### src/rtl/register_file_mp_pkg.sv
// Shared sizing constants for the multi-port register file and its scoreboard.
package register_file_mp_pkg;

  localparam int REGISTER_ADDRESS_BITS = 3;
  localparam int REGISTER_DATA_BITS    = 8;
  localparam int REGISTER_COUNT        = 2 ** REGISTER_ADDRESS_BITS;
  localparam int REGISTER_READ_PORTS   = 2;

endpackage

### src/rtl/register_file_mp_if.sv
// Read / writeback / issue-claim bundle between the CPU pipeline (master)
// and the register file (slave).
interface register_file_mp_if
  import register_file_mp_pkg::*;
#(
  parameter int ADDR_BITS    = REGISTER_ADDRESS_BITS,
  parameter int DATA_BITS    = REGISTER_DATA_BITS,
  parameter int NUM_RD_PORTS = REGISTER_READ_PORTS
);

  logic [NUM_RD_PORTS*ADDR_BITS-1:0] rd_addr;
  logic [NUM_RD_PORTS-1:0]           rd_enable;
  logic [NUM_RD_PORTS*DATA_BITS-1:0] rd_data;
  logic [NUM_RD_PORTS-1:0]           rd_busy;
  logic [ADDR_BITS-1:0]              wr_addr;
  logic                              wr_enable;
  logic [DATA_BITS-1:0]              wr_data;
  logic [ADDR_BITS-1:0]              claim_addr;
  logic                              claim_enable;
  logic                              claim_accept;
  logic [ADDR_BITS:0]                busy_count;

  modport master (
    output rd_addr, rd_enable, wr_addr, wr_enable, wr_data, claim_addr, claim_enable,
    input  rd_data, rd_busy, claim_accept, busy_count
  );

  modport slave (
    input  rd_addr, rd_enable, wr_addr, wr_enable, wr_data, claim_addr, claim_enable,
    output rd_data, rd_busy, claim_accept, busy_count
  );

endinterface

### src/rtl/register_file_mp_reg_scoreboard.sv
// Per-register busy tracking for out-of-order writeback: claim sets, write clears,
// with a running count of outstanding producers.
module reg_scoreboard
  import register_file_mp_pkg::*;
#(
  parameter int DEPTH        = REGISTER_COUNT,
  parameter int ADDR_BITS    = REGISTER_ADDRESS_BITS,
  parameter int NUM_RD_PORTS = REGISTER_READ_PORTS,
  parameter int ZERO_REG     = 0,
  parameter int BYPASS       = 1
) (
  input  logic                              clk,
  input  logic                              reset,
  input  logic                              wr_enable,
  input  logic [ADDR_BITS-1:0]              wr_addr,
  input  logic                              claim_enable,
  input  logic [ADDR_BITS-1:0]              claim_addr,
  input  logic [NUM_RD_PORTS*ADDR_BITS-1:0] rd_addr,
  output logic                              claim_accept,
  output logic [NUM_RD_PORTS-1:0]           rd_busy,
  output logic [ADDR_BITS:0]                busy_count
);

  logic [DEPTH-1:0]   busy_q, busy_d;
  logic [ADDR_BITS:0] busy_count_q, busy_count_d;
  logic               wr_hit_claim, claim_zero, accept_c, inc, dec;

  always_comb begin
    wr_hit_claim = wr_enable && (wr_addr == claim_addr);
    claim_zero   = (ZERO_REG != 0) && (claim_addr == '0);
    // A busy register may be re-claimed only when its producer retires this same cycle.
    accept_c     = claim_enable && !claim_zero && (!busy_q[claim_addr] || wr_hit_claim);
    busy_d       = busy_q;
    inc          = 1'b0;
    dec          = 1'b0;
    if (wr_enable && !(accept_c && wr_hit_claim)) begin
      dec             = busy_q[wr_addr];
      busy_d[wr_addr] = 1'b0;
    end
    if (accept_c) begin
      inc                = !busy_q[claim_addr];
      busy_d[claim_addr] = 1'b1;
    end
    busy_count_d = busy_count_q + {{ADDR_BITS{1'b0}}, inc} - {{ADDR_BITS{1'b0}}, dec};
  end

  always_ff @(posedge clk or negedge reset) begin
    if (!reset) begin
      busy_q       <= '0;
      busy_count_q <= '0;
    end else begin
      busy_q       <= busy_d;
      busy_count_q <= busy_count_d;
    end
  end

  genvar gi;
  generate
    for (gi = 0; gi < NUM_RD_PORTS; gi++) begin : g_rd_busy
      logic [ADDR_BITS-1:0] addr;
      logic                 retiring, zero_hit;
      assign addr     = rd_addr[gi*ADDR_BITS +: ADDR_BITS];
      assign retiring = (BYPASS != 0) && wr_enable && (wr_addr == addr);
      assign zero_hit = (ZERO_REG != 0) && (addr == '0);
      assign rd_busy[gi] = busy_q[addr] && !retiring && !zero_hit;
    end
  endgenerate

  assign claim_accept = accept_c;
  assign busy_count   = busy_count_q;

endmodule

### src/rtl/register_file_mp.sv
// Parametrised multi-read-port register file with registered reads,
// optional write-to-read bypass, optional hardwired-zero r0 and a busy scoreboard.
module register_file_mp
  import register_file_mp_pkg::*;
#(
  parameter int ADDR_BITS    = REGISTER_ADDRESS_BITS,
  parameter int DATA_BITS    = REGISTER_DATA_BITS,
  parameter int NUM_RD_PORTS = REGISTER_READ_PORTS,
  parameter int ZERO_REG     = 0,
  parameter int BYPASS       = 1
) (
  input  logic               clk,
  input  logic               reset,
  register_file_mp_if.slave  bus
);

  localparam int DEPTH = 2 ** ADDR_BITS;

  logic [DATA_BITS-1:0] mem_q [DEPTH];
  logic [DATA_BITS-1:0] mem_d [DEPTH];
  logic                 wr_drop;

  always_comb begin
    wr_drop = (ZERO_REG != 0) && (bus.wr_addr == '0);
    mem_d   = mem_q;
    if (bus.wr_enable && !wr_drop) begin
      mem_d[bus.wr_addr] = bus.wr_data;
    end
  end

  always_ff @(posedge clk or negedge reset) begin
    if (!reset) begin
      for (int i = 0; i < DEPTH; i++) begin
        mem_q[i] <= '0;
      end
    end else begin
      mem_q <= mem_d;
    end
  end

  genvar gi;
  generate
    for (gi = 0; gi < NUM_RD_PORTS; gi++) begin : g_rd
      logic [ADDR_BITS-1:0] addr;
      logic                 zero_hit, fwd_hit;
      logic [DATA_BITS-1:0] rd_data_q, rd_data_d;

      assign addr = bus.rd_addr[gi*ADDR_BITS +: ADDR_BITS];

      always_comb begin
        zero_hit  = (ZERO_REG != 0) && (addr == '0);
        fwd_hit   = (BYPASS != 0) && bus.wr_enable && (bus.wr_addr == addr);
        rd_data_d = rd_data_q;
        if (bus.rd_enable[gi]) begin
          if (zero_hit)     rd_data_d = '0;
          else if (fwd_hit) rd_data_d = bus.wr_data;
          else              rd_data_d = mem_q[addr];
        end
      end

      always_ff @(posedge clk or negedge reset) begin
        if (!reset) rd_data_q <= '0;
        else        rd_data_q <= rd_data_d;
      end

      assign bus.rd_data[gi*DATA_BITS +: DATA_BITS] = rd_data_q;
    end
  endgenerate

  reg_scoreboard #(
    .DEPTH        (DEPTH),
    .ADDR_BITS    (ADDR_BITS),
    .NUM_RD_PORTS (NUM_RD_PORTS),
    .ZERO_REG     (ZERO_REG),
    .BYPASS       (BYPASS)
  ) u_scoreboard (
    .clk          (clk),
    .reset        (reset),
    .wr_enable    (bus.wr_enable),
    .wr_addr      (bus.wr_addr),
    .claim_enable (bus.claim_enable),
    .claim_addr   (bus.claim_addr),
    .rd_addr      (bus.rd_addr),
    .claim_accept (bus.claim_accept),
    .rd_busy      (bus.rd_busy),
    .busy_count   (bus.busy_count)
  );

endmodule

### src/flat_wrapper.sv
// flat-port wrapper written by rule: the top's interface ports become plain ports
module register_file_mp_flat import register_file_mp_pkg::*;
#(
  parameter int ADDR_BITS    = REGISTER_ADDRESS_BITS,
  parameter int DATA_BITS    = REGISTER_DATA_BITS,
  parameter int NUM_RD_PORTS = REGISTER_READ_PORTS,
  parameter int ZERO_REG     = 0,
  parameter int BYPASS       = 1
)
  (clk, reset, bus_rd_addr, bus_rd_enable, bus_wr_addr, bus_wr_enable, bus_wr_data, bus_claim_addr, bus_claim_enable, bus_rd_data, bus_rd_busy, bus_claim_accept, bus_busy_count);
  register_file_mp_if #(.ADDR_BITS(ADDR_BITS), .DATA_BITS(DATA_BITS), .NUM_RD_PORTS(NUM_RD_PORTS)) bus_i ();
  input  logic clk;
  input  logic reset;
  input wire logic [$bits(bus_i.rd_addr)-1:0] bus_rd_addr;
  input wire logic [$bits(bus_i.rd_enable)-1:0] bus_rd_enable;
  input wire logic [$bits(bus_i.wr_addr)-1:0] bus_wr_addr;
  input wire logic [$bits(bus_i.wr_enable)-1:0] bus_wr_enable;
  input wire logic [$bits(bus_i.wr_data)-1:0] bus_wr_data;
  input wire logic [$bits(bus_i.claim_addr)-1:0] bus_claim_addr;
  input wire logic [$bits(bus_i.claim_enable)-1:0] bus_claim_enable;
  output wire logic [$bits(bus_i.rd_data)-1:0] bus_rd_data;
  output wire logic [$bits(bus_i.rd_busy)-1:0] bus_rd_busy;
  output wire logic [$bits(bus_i.claim_accept)-1:0] bus_claim_accept;
  output wire logic [$bits(bus_i.busy_count)-1:0] bus_busy_count;
  assign bus_i.rd_addr = bus_rd_addr;
  assign bus_i.rd_enable = bus_rd_enable;
  assign bus_i.wr_addr = bus_wr_addr;
  assign bus_i.wr_enable = bus_wr_enable;
  assign bus_i.wr_data = bus_wr_data;
  assign bus_i.claim_addr = bus_claim_addr;
  assign bus_i.claim_enable = bus_claim_enable;
  assign bus_rd_data = bus_i.rd_data;
  assign bus_rd_busy = bus_i.rd_busy;
  assign bus_claim_accept = bus_i.claim_accept;
  assign bus_busy_count = bus_i.busy_count;
  register_file_mp #(.ADDR_BITS(ADDR_BITS), .DATA_BITS(DATA_BITS), .NUM_RD_PORTS(NUM_RD_PORTS), .ZERO_REG(ZERO_REG), .BYPASS(BYPASS)) u_core (.clk(clk), .reset(reset), .bus(bus_i));
endmodule
### config.mk
export PLATFORM = sky130hd
export DESIGN_NAME = register_file_mp_flat
export DESIGN_NICKNAME = d
export VERILOG_FILES = /design/src/rtl/register_file_mp_pkg.sv /design/src/rtl/register_file_mp_if.sv /design/src/rtl/register_file_mp_reg_scoreboard.sv /design/src/rtl/register_file_mp.sv /design/src/flat_wrapper.sv
export SDC_FILE = /design/constraint.sdc
export NUM_CORES = 1
export LEC_CHECK = 0
export CELL_PAD_IN_SITES_DETAIL_PLACEMENT = 0
export CELL_PAD_IN_SITES_GLOBAL_PLACEMENT = 1
export CORE_MARGIN = 2
export CORE_UTILIZATION = 45
export CTS_BUF_LIST = sky130_fd_sc_hd__clkbuf_4
export DETAILED_ROUTE_END_ITERATION = 8
export GPL_TIMING_DRIVEN = 0
export PLACE_DENSITY = 0.78
export SETUP_SLACK_MARGIN = 0.1
export SLEW_MARGIN = 0
export SYNTH_ARGS = -nofsm -noshare
export SYNTH_HDL_FRONTEND = slang
export SYNTH_SLANG_ARGS = --single-unit
### constraint.sdc
create_clock -name clk -period 2.2 [get_ports clk]
set_clock_uncertainty 0.1 [all_clocks]
set_input_delay 0.33 -clock clk [delete_from_list [all_inputs] [get_ports clk]]
set_output_delay 0.33 -clock clk [all_outputs]
set_load 0.05 [all_outputs]
# Yosys cells after proc, flatten, opt, wreduce, memory -nomap -nowiden
# Cells that the tools add are included.
op_classes:
  n_addsub: 2
  reduce_logical: 16
  muxes: 27
  eq_ne: 3
  n_lt_le_gt_ge: 10
  bitwise: 6
op_table:
  columns: ["op", "n"]
  rows:
  - ["2-to-1 mux 8 bit", 9]
  - ["bitwise mux 64 bit", 1]
  - ["binary-select mux 8 bit (select 3 bit)", 2]
  - ["demux 8 bit (select 3 bit)", 1]
  - ["< comparator 3 x 4 -> 1 bit, second input constant", 4]
  - ["binary-select mux 1 bit (select 3 bit)", 4]
  - ["greater-or-equal comparator 4 bit, second input constant", 3]
  - ["NOT 3 -> 4 bit", 3]
  - ["logical AND 1 bit", 11]
  - ["equality test 3 bit", 3]
  - ["AND 8 bit", 1]
  - ["2-to-1 mux 1 bit", 8]
  - ["NOT 8 bit", 1]
  - ["bitwise OR 8 bit", 1]
  - ["demux 1 bit (select 3 bit)", 2]
  - ["greater-or-equal comparator 3 x 1 -> 1 bit, second input constant", 2]
  - ["adder 4 x 1 -> 4 bit", 1]
  - ["zero test 1 bit", 4]
  - ["< comparator 4 x 1 -> 1 bit, second input constant", 1]
  - ["subtractor 4 x 1 -> 4 bit", 1]
  - ["logical OR 1 bit", 1]
totals:
  output_inout_bits: 23
  wordCells: 76
  inputBits: 26
  regBits: 92

# Depth between registers and ports, before layout
depth:
  ltp_word: 11
  mapped_depth: 11
  mapped_depth_nobuf: 9

# Cells and area by module
# From an unflattened synthesis, not the netlist that was laid out.
hier_totals:
  cells_unflattened: 421
  hier_area_um2: 5348.9
by_module_without_submodules:
  columns: ["module", "cells_per_inst", "area_each_um2", "n_inst", "seq_area_each_um2"]
  rows:
  - ["register_file_mp", 302, 4240.3, 1, 2001.9]
  - ["reg_scoreboard", 119, 1108.6, 1, 300.3]

# Worst setup path after synthesis
# OpenSTA, ideal clock, no wires.
synth_path:
  path_kind: "in2reg"
  from: "in bus_wr_addr[1]"
  to: "reg u_core.u_scoreboard.busy_count_q[2], in the netlist u_core.u_scoreboard.busy_count[2]"
  required_time_ps: 1977
  path_buffers: 1
  setup_slack_ps: -223
  setup_ps: 123
  t_arrival_ps: 2200
  stages: 10
  cell_sequence: "buf_4 -> mux4_2 -> mux2i_1 -> nor3_1 -> ha_1 -> inv_1 -> ha_1 -> inv_1 -> fa_1 -> xnor2_1"
synth_via:
  elab_chain_len: 9
  word_cells_on_any_way: 13
  classes_between: "add/sub: 2; eq/ne: 1; mux: 4; reduce/logical: 6"
synth_lines:
  columns: ["element", "line", "rtl"]
  rows:
  - ["start: declaration", "flat_wrapper.sv:16", "input wire logic [$bits(bus_i.wr_addr)-1:0] bus_wr_addr;"]
  - ["branches (longest 8 deep; another with adder 4 x 1 -> 4 bit)", null, null]
  - ["subtractor 4 x 1 -> 4 bit (*)", "register_file_mp_reg_scoreboard.sv:44", "busy_count_d = busy_count_q + {{ADDR_BITS{1'b0}}, inc} - {{ADDR_BITS{1'b0}}, dec};"]
  - ["named net u_core.u_scoreboard.busy_count_d[2]", "register_file_mp_reg_scoreboard.sv:25", "logic [ADDR_BITS:0] busy_count_q, busy_count_d;"]
  - ["end signal: assignment", "register_file_mp_reg_scoreboard.sv:53", "busy_count_q <= busy_count_d;"]
  - ["end: declaration", "register_file_mp_reg_scoreboard.sv:25", null]
# Mark *: on every way through the listed nets, which the timed path passes. The select of a mux whose other input is x is not followed.
# A chain may end at the register's enable or synchronous reset.

# Worst setup path in the final report
layout_path:
  from: "reg u_core.u_scoreboard.busy_q[6]"
  to: "out bus_rd_busy[1]"
layout_via:
  elab_chain_len: 3
layout_lines:
  columns: ["element", "line", "rtl"]
  rows:
  - ["start: declaration", "register_file_mp_reg_scoreboard.sv:24", "logic [DEPTH-1:0] busy_q, busy_d;"]
  - ["start signal: assignment", "register_file_mp_reg_scoreboard.sv:52", "busy_q <= busy_d;"]
  - ["binary-select mux 1 bit (select 3 bit)", "register_file_mp_reg_scoreboard.sv:65", "assign rd_busy[gi] = busy_q[addr] && !retiring && !zero_hit;"]
  - ["2-to-1 mux 1 bit (not written as such)", "register_file_mp_reg_scoreboard.sv:65", null]
  - ["logical AND 1 bit", "register_file_mp_reg_scoreboard.sv:65", null]
  - ["end: declaration", "flat_wrapper.sv:22", "output wire logic [$bits(bus_i.rd_busy)-1:0] bus_rd_busy;"]
# No other way between the ends. The select of a mux whose other input is x is not followed.

==> metrics.md <==
| Metric | Value |
|---|---|
| Clk root buf | `clkbuf_4` |
| Register Area | `0.002305 sq mm` |
| Unrepaired setup endpoints after global routing | `true` |
| Post-route minimum period | `2.433 ns` |
| Final count of negative-setup-slack endpoints | `6` |
| DIE WIDTH | `112.1 um` |
| Clock slew at reported path FFs | `around 0.14 ns` |
| CP Launch Type | `flop` |
| Clock buffer depth | `2` |
| Worst path arrival time | `2.00 ns` |
| Synth unique cells | `50` |
| CORE AREA | `approximately 0.011 sq mm` |
| Die ar. | `0.01258 sq mm` |
| CP max FO | `4` |
| Grt peak-use layer | `met2` |
| Peak Freq | `~410 MHz` |
| Final setup TNS | `-0.9260 ns` |
| Post-synth top area cell | `dfrtp_1` |
| Number of flops mapped to enable cells by yosys | `0` |
| CTS buffer count | `9` |
| DRT Wirelength | `between 10 and 15 mm` |
| Layout area overhead | `19.92%` |
| Vias in the first global route | `3824` |
| Worst hold endpoint | `u_core.u_scoreboard.busy_q[0]` |
| VDD IR-drop max | `0.0008981 V` |
| First-pass GRT wire length | `around 22 mm` |
| Synth Flop Type | `dfrtp_1` |
| I/O Pins | `49` |
| PnR worst setup slack | `-0.2332 ns` |
| Initial DRT Pass Iterations | `4` |
| Largest net degree at the start of global routing | `58` |
| Port buffer count | `35` |
| Period utilization | `110.6%` |
| CTS tree | `built` |
| Gpl congestion | `0.7924` |
| Htree depth | `3` |
| Layout Utilization | `approximately 55%` |
| Yosys warns | `0` |
| Hold Violations, Final | `0` |
| Mapped Area | `0.005263 sq mm` |
| Hold depth | `3` |
| Min-delay src | `bus_claim_addr[1]` |
| FF-to-FF path depth | `9` |
| Hold slack | `approximately 0.18 ns` |
| Synth top area share | `43.75%` |
| # nets final | `just under 500` |
| Initial core utilization | `46.09%` |
| Synth area leaders | `dfrtp_1 (44%), mux4_2 (16%), mux2_2 (14%), mux2i_1 (3.8%), nor2b_1 (2.1%)` |
| Violated checks | `setup timing` |
| Yosys reg bits | `92` |
| HPWL after DPL | `8.769 mm` |
| CP required | `1.77 ns` |
| Status | `complete, but fails checks` |
| Met3 Resource Use GR | `roughly 6.4%` |
| Final-report max-slew violation count | `0` |
| Slew @ Worst Pin | `1.214 ns` |
| Initial antenna violation count | `0` |
| DR vias | `3699` |
| Worst-Skew Late Latency | `0.48 ns` |
| Worst R2R Start | `u_core.u_scoreboard.busy_q[6]` |
| Overflow after GRT | `0` |
| Mean Syn Cell Area | `13.67 sq um` |
| Syn_nets | `roughly 420` |
| # DRC | `0` |
| Initial drt markers | `about 230` |
| Post-synthesis async set-or-reset flop share | `100.0%` |
| Power per standard cell area | `887.2 mW/mm^2` |
| GR Util All Layers | `a little under a quarter` |
| Area of the multi-input gates | `0.002864 sq mm` |
| Max-slew headroom | `18.18%` |
| Fillers | `973` |
| Gate Count Post-Synth | `between 300 and 400` |
| Crit path kind | `flop to output port` |
| Row Count | `39` |
| Non-filler cells, final | `approximately 600` |
| Leak | `2.707 nW` |
| Reg2Reg Setup Slack | `-0.22 ns` |
| Post-synthesis sequential area ratio | `43.75%` |
| ANT cells | `0` |
| CP Capture Type | `output port` |
| Placed Cells incl. Taps | `564` |
| Die height | `112.1 um` |
| Worst R2R End | `u_core.u_scoreboard.busy_count[1]` |
| CTS Sinks | `92` |
| Worst hold path type | `primary input to flop` |
| Vias/cell | `6.114` |
| Max cap viols | `0` |
| Share of layout cells above drive strength 1 | `45.24%` |
| Routed WL per cell | `23.75 um` |
| Met2 usage | `37.07%` |
| Post-route ant nets | `0` |
| GR Layer Usage met1 | `33.53%` |
==> cell type report <==
cell class | count | area share [%]
Clock inverter | 3 | 0.6542
Tap cell | 143 | 2.835
Multi-Input combinational cell | 253 | 45.38
Timing Repair Buffer | 64 | 9.496
Clock buffer | 10 | 1.190
Sequential cell | 92 | 36.52
Buffer | 29 | 3.271
Inverter | 11 | 0.6542
==> layer usage <==
metal	up-vias	wire [um]
met3	24	1000
li1	1603	-
met1	1912	6263
met2	160	6860
met5	-	0
met4	0	242
==> cell families after synthesis <==
logic type / after synthesis / synth area share [%]
xor+xnor: 12 / 2.140
fa+ha+maj: 5 / 1.331
flops: 92 / 43.75
compound gates: 59 / 6.871
simple gates: 55 / 8.012
mux: 122 / 33.76
buf+inv: 40 / 4.137
==> cell usage after synthesis, types with 2 or more instances <==
cell type,number
buf_2,9
xor2_1,7
dfrtp_1,92
inv_1,10
mux4_2,38
ha_1,4
a31oi_1,3
nor4_4,2
clkbuf_1,2
nand4_2,2
nand4_1,2
o21ai_0,20
xnor2_1,4
a21oi_1,19
o211ai_1,3
buf_6,5
nor2b_1,18
nor2_1,3
mux2_2,64
mux2i_1,20
buf_1,8
nand2_1,9
buf_4,5
nand3_1,5
o41ai_1,4
nand4b_2,2
nand4bb_1,2
==> state kept, by name (all words and copies together), names as in the netlist <==
signal,flops
u_core.u_scoreboard.busy_count,4
u_core.g_rd.rd_data_q,16
u_core.u_scoreboard.busy_q,8
u_core.mem_q,64
==> power by group <==
part	leakage [nW]	switching, mW	internal (mW)
sequential	1.11	0.321	2.11
clock	0.0619	0.576	0.338
combinational	1.54	1.16	1.09
==> worst max path at each step <==
stage                                        from                                 to  slack [ns]  cells after the start
floorplan                       bus_claim_addr[1]  u_core.u_scoreboard.busy_count[2]       -0.14                     11
global placement                            reset                   u_core.mem_q[19]       -2.83                      1
detailed placement                 bus_wr_addr[1]  u_core.u_scoreboard.busy_count[2]       -1.07                     11
CTS                 u_core.u_scoreboard.busy_q[1]  u_core.u_scoreboard.busy_count[2]       -0.22                      9
global route        u_core.u_scoreboard.busy_q[6]  u_core.u_scoreboard.busy_count[1]       -0.29                      9
finish              u_core.u_scoreboard.busy_q[6]                     bus_rd_busy[1]       -0.23                      5
==> worst max-delay path: stages (launching register included) <==
cell and delay, ns:
dfrtp_1 0.46, buf_4 0.16, mux4_2 0.45, mux2i_1 0.19, a31oi_2 0.08, buf_6 0.18
==> cells in the final DEF, fill, tap and decap left out, types with 3 or more instances in the layout <==
master / count
inv_1: 6
xnor2_1: 3
dfrtp_1: 90
dlymetal6s2s_1: 4
buf_4: 28
mux2i_1: 19
buf_8: 3
buf_2: 9
nor2b_1: 18
clkbuf_4: 10
nand3_1: 5
inv_2: 5
buf_6: 8
mux4_2: 38
xor2_1: 3
o21ai_0: 20
clkbuf_2: 3
a21oi_1: 18
o211ai_1: 3
buf_1: 8
nor2_1: 3
mux2_2: 64
xor2_2: 5
o41ai_1: 3
dlygate4sd2_1: 21
nand2_1: 7
clkdlybuf4s50_1: 3
==> stage by stage <==
step | total power, mW | worst slack, ns | area [sq um]
2_1_floorplan | 3.964 | -0.1376 | 5333
3_3_place_gp | 4.543 | -2.831 | 5862
3_5_place_dp | 4.606 | -1.072 | 5887
4_1_cts | 5.533 | -0.2172 | 6196
5_1_grt | 5.904 | -0.2937 | 6311
6_report | 5.599 | -0.2332 | 6311
==> timing repair <==
| action | CTS | global route |
|---|---|---|
| cloned | 1 | 1 |
| pin swaps | 6 | 9 |
| hold buffers | 1 | 0 |
| setup buffers | 21 | 4 |
| setup endpoints to repair | 31 | 15 |
| resized for setup | 58 | 23 |
| hold endpoints to repair | 35 | 0 |
(Power assumes the default switching activity.)
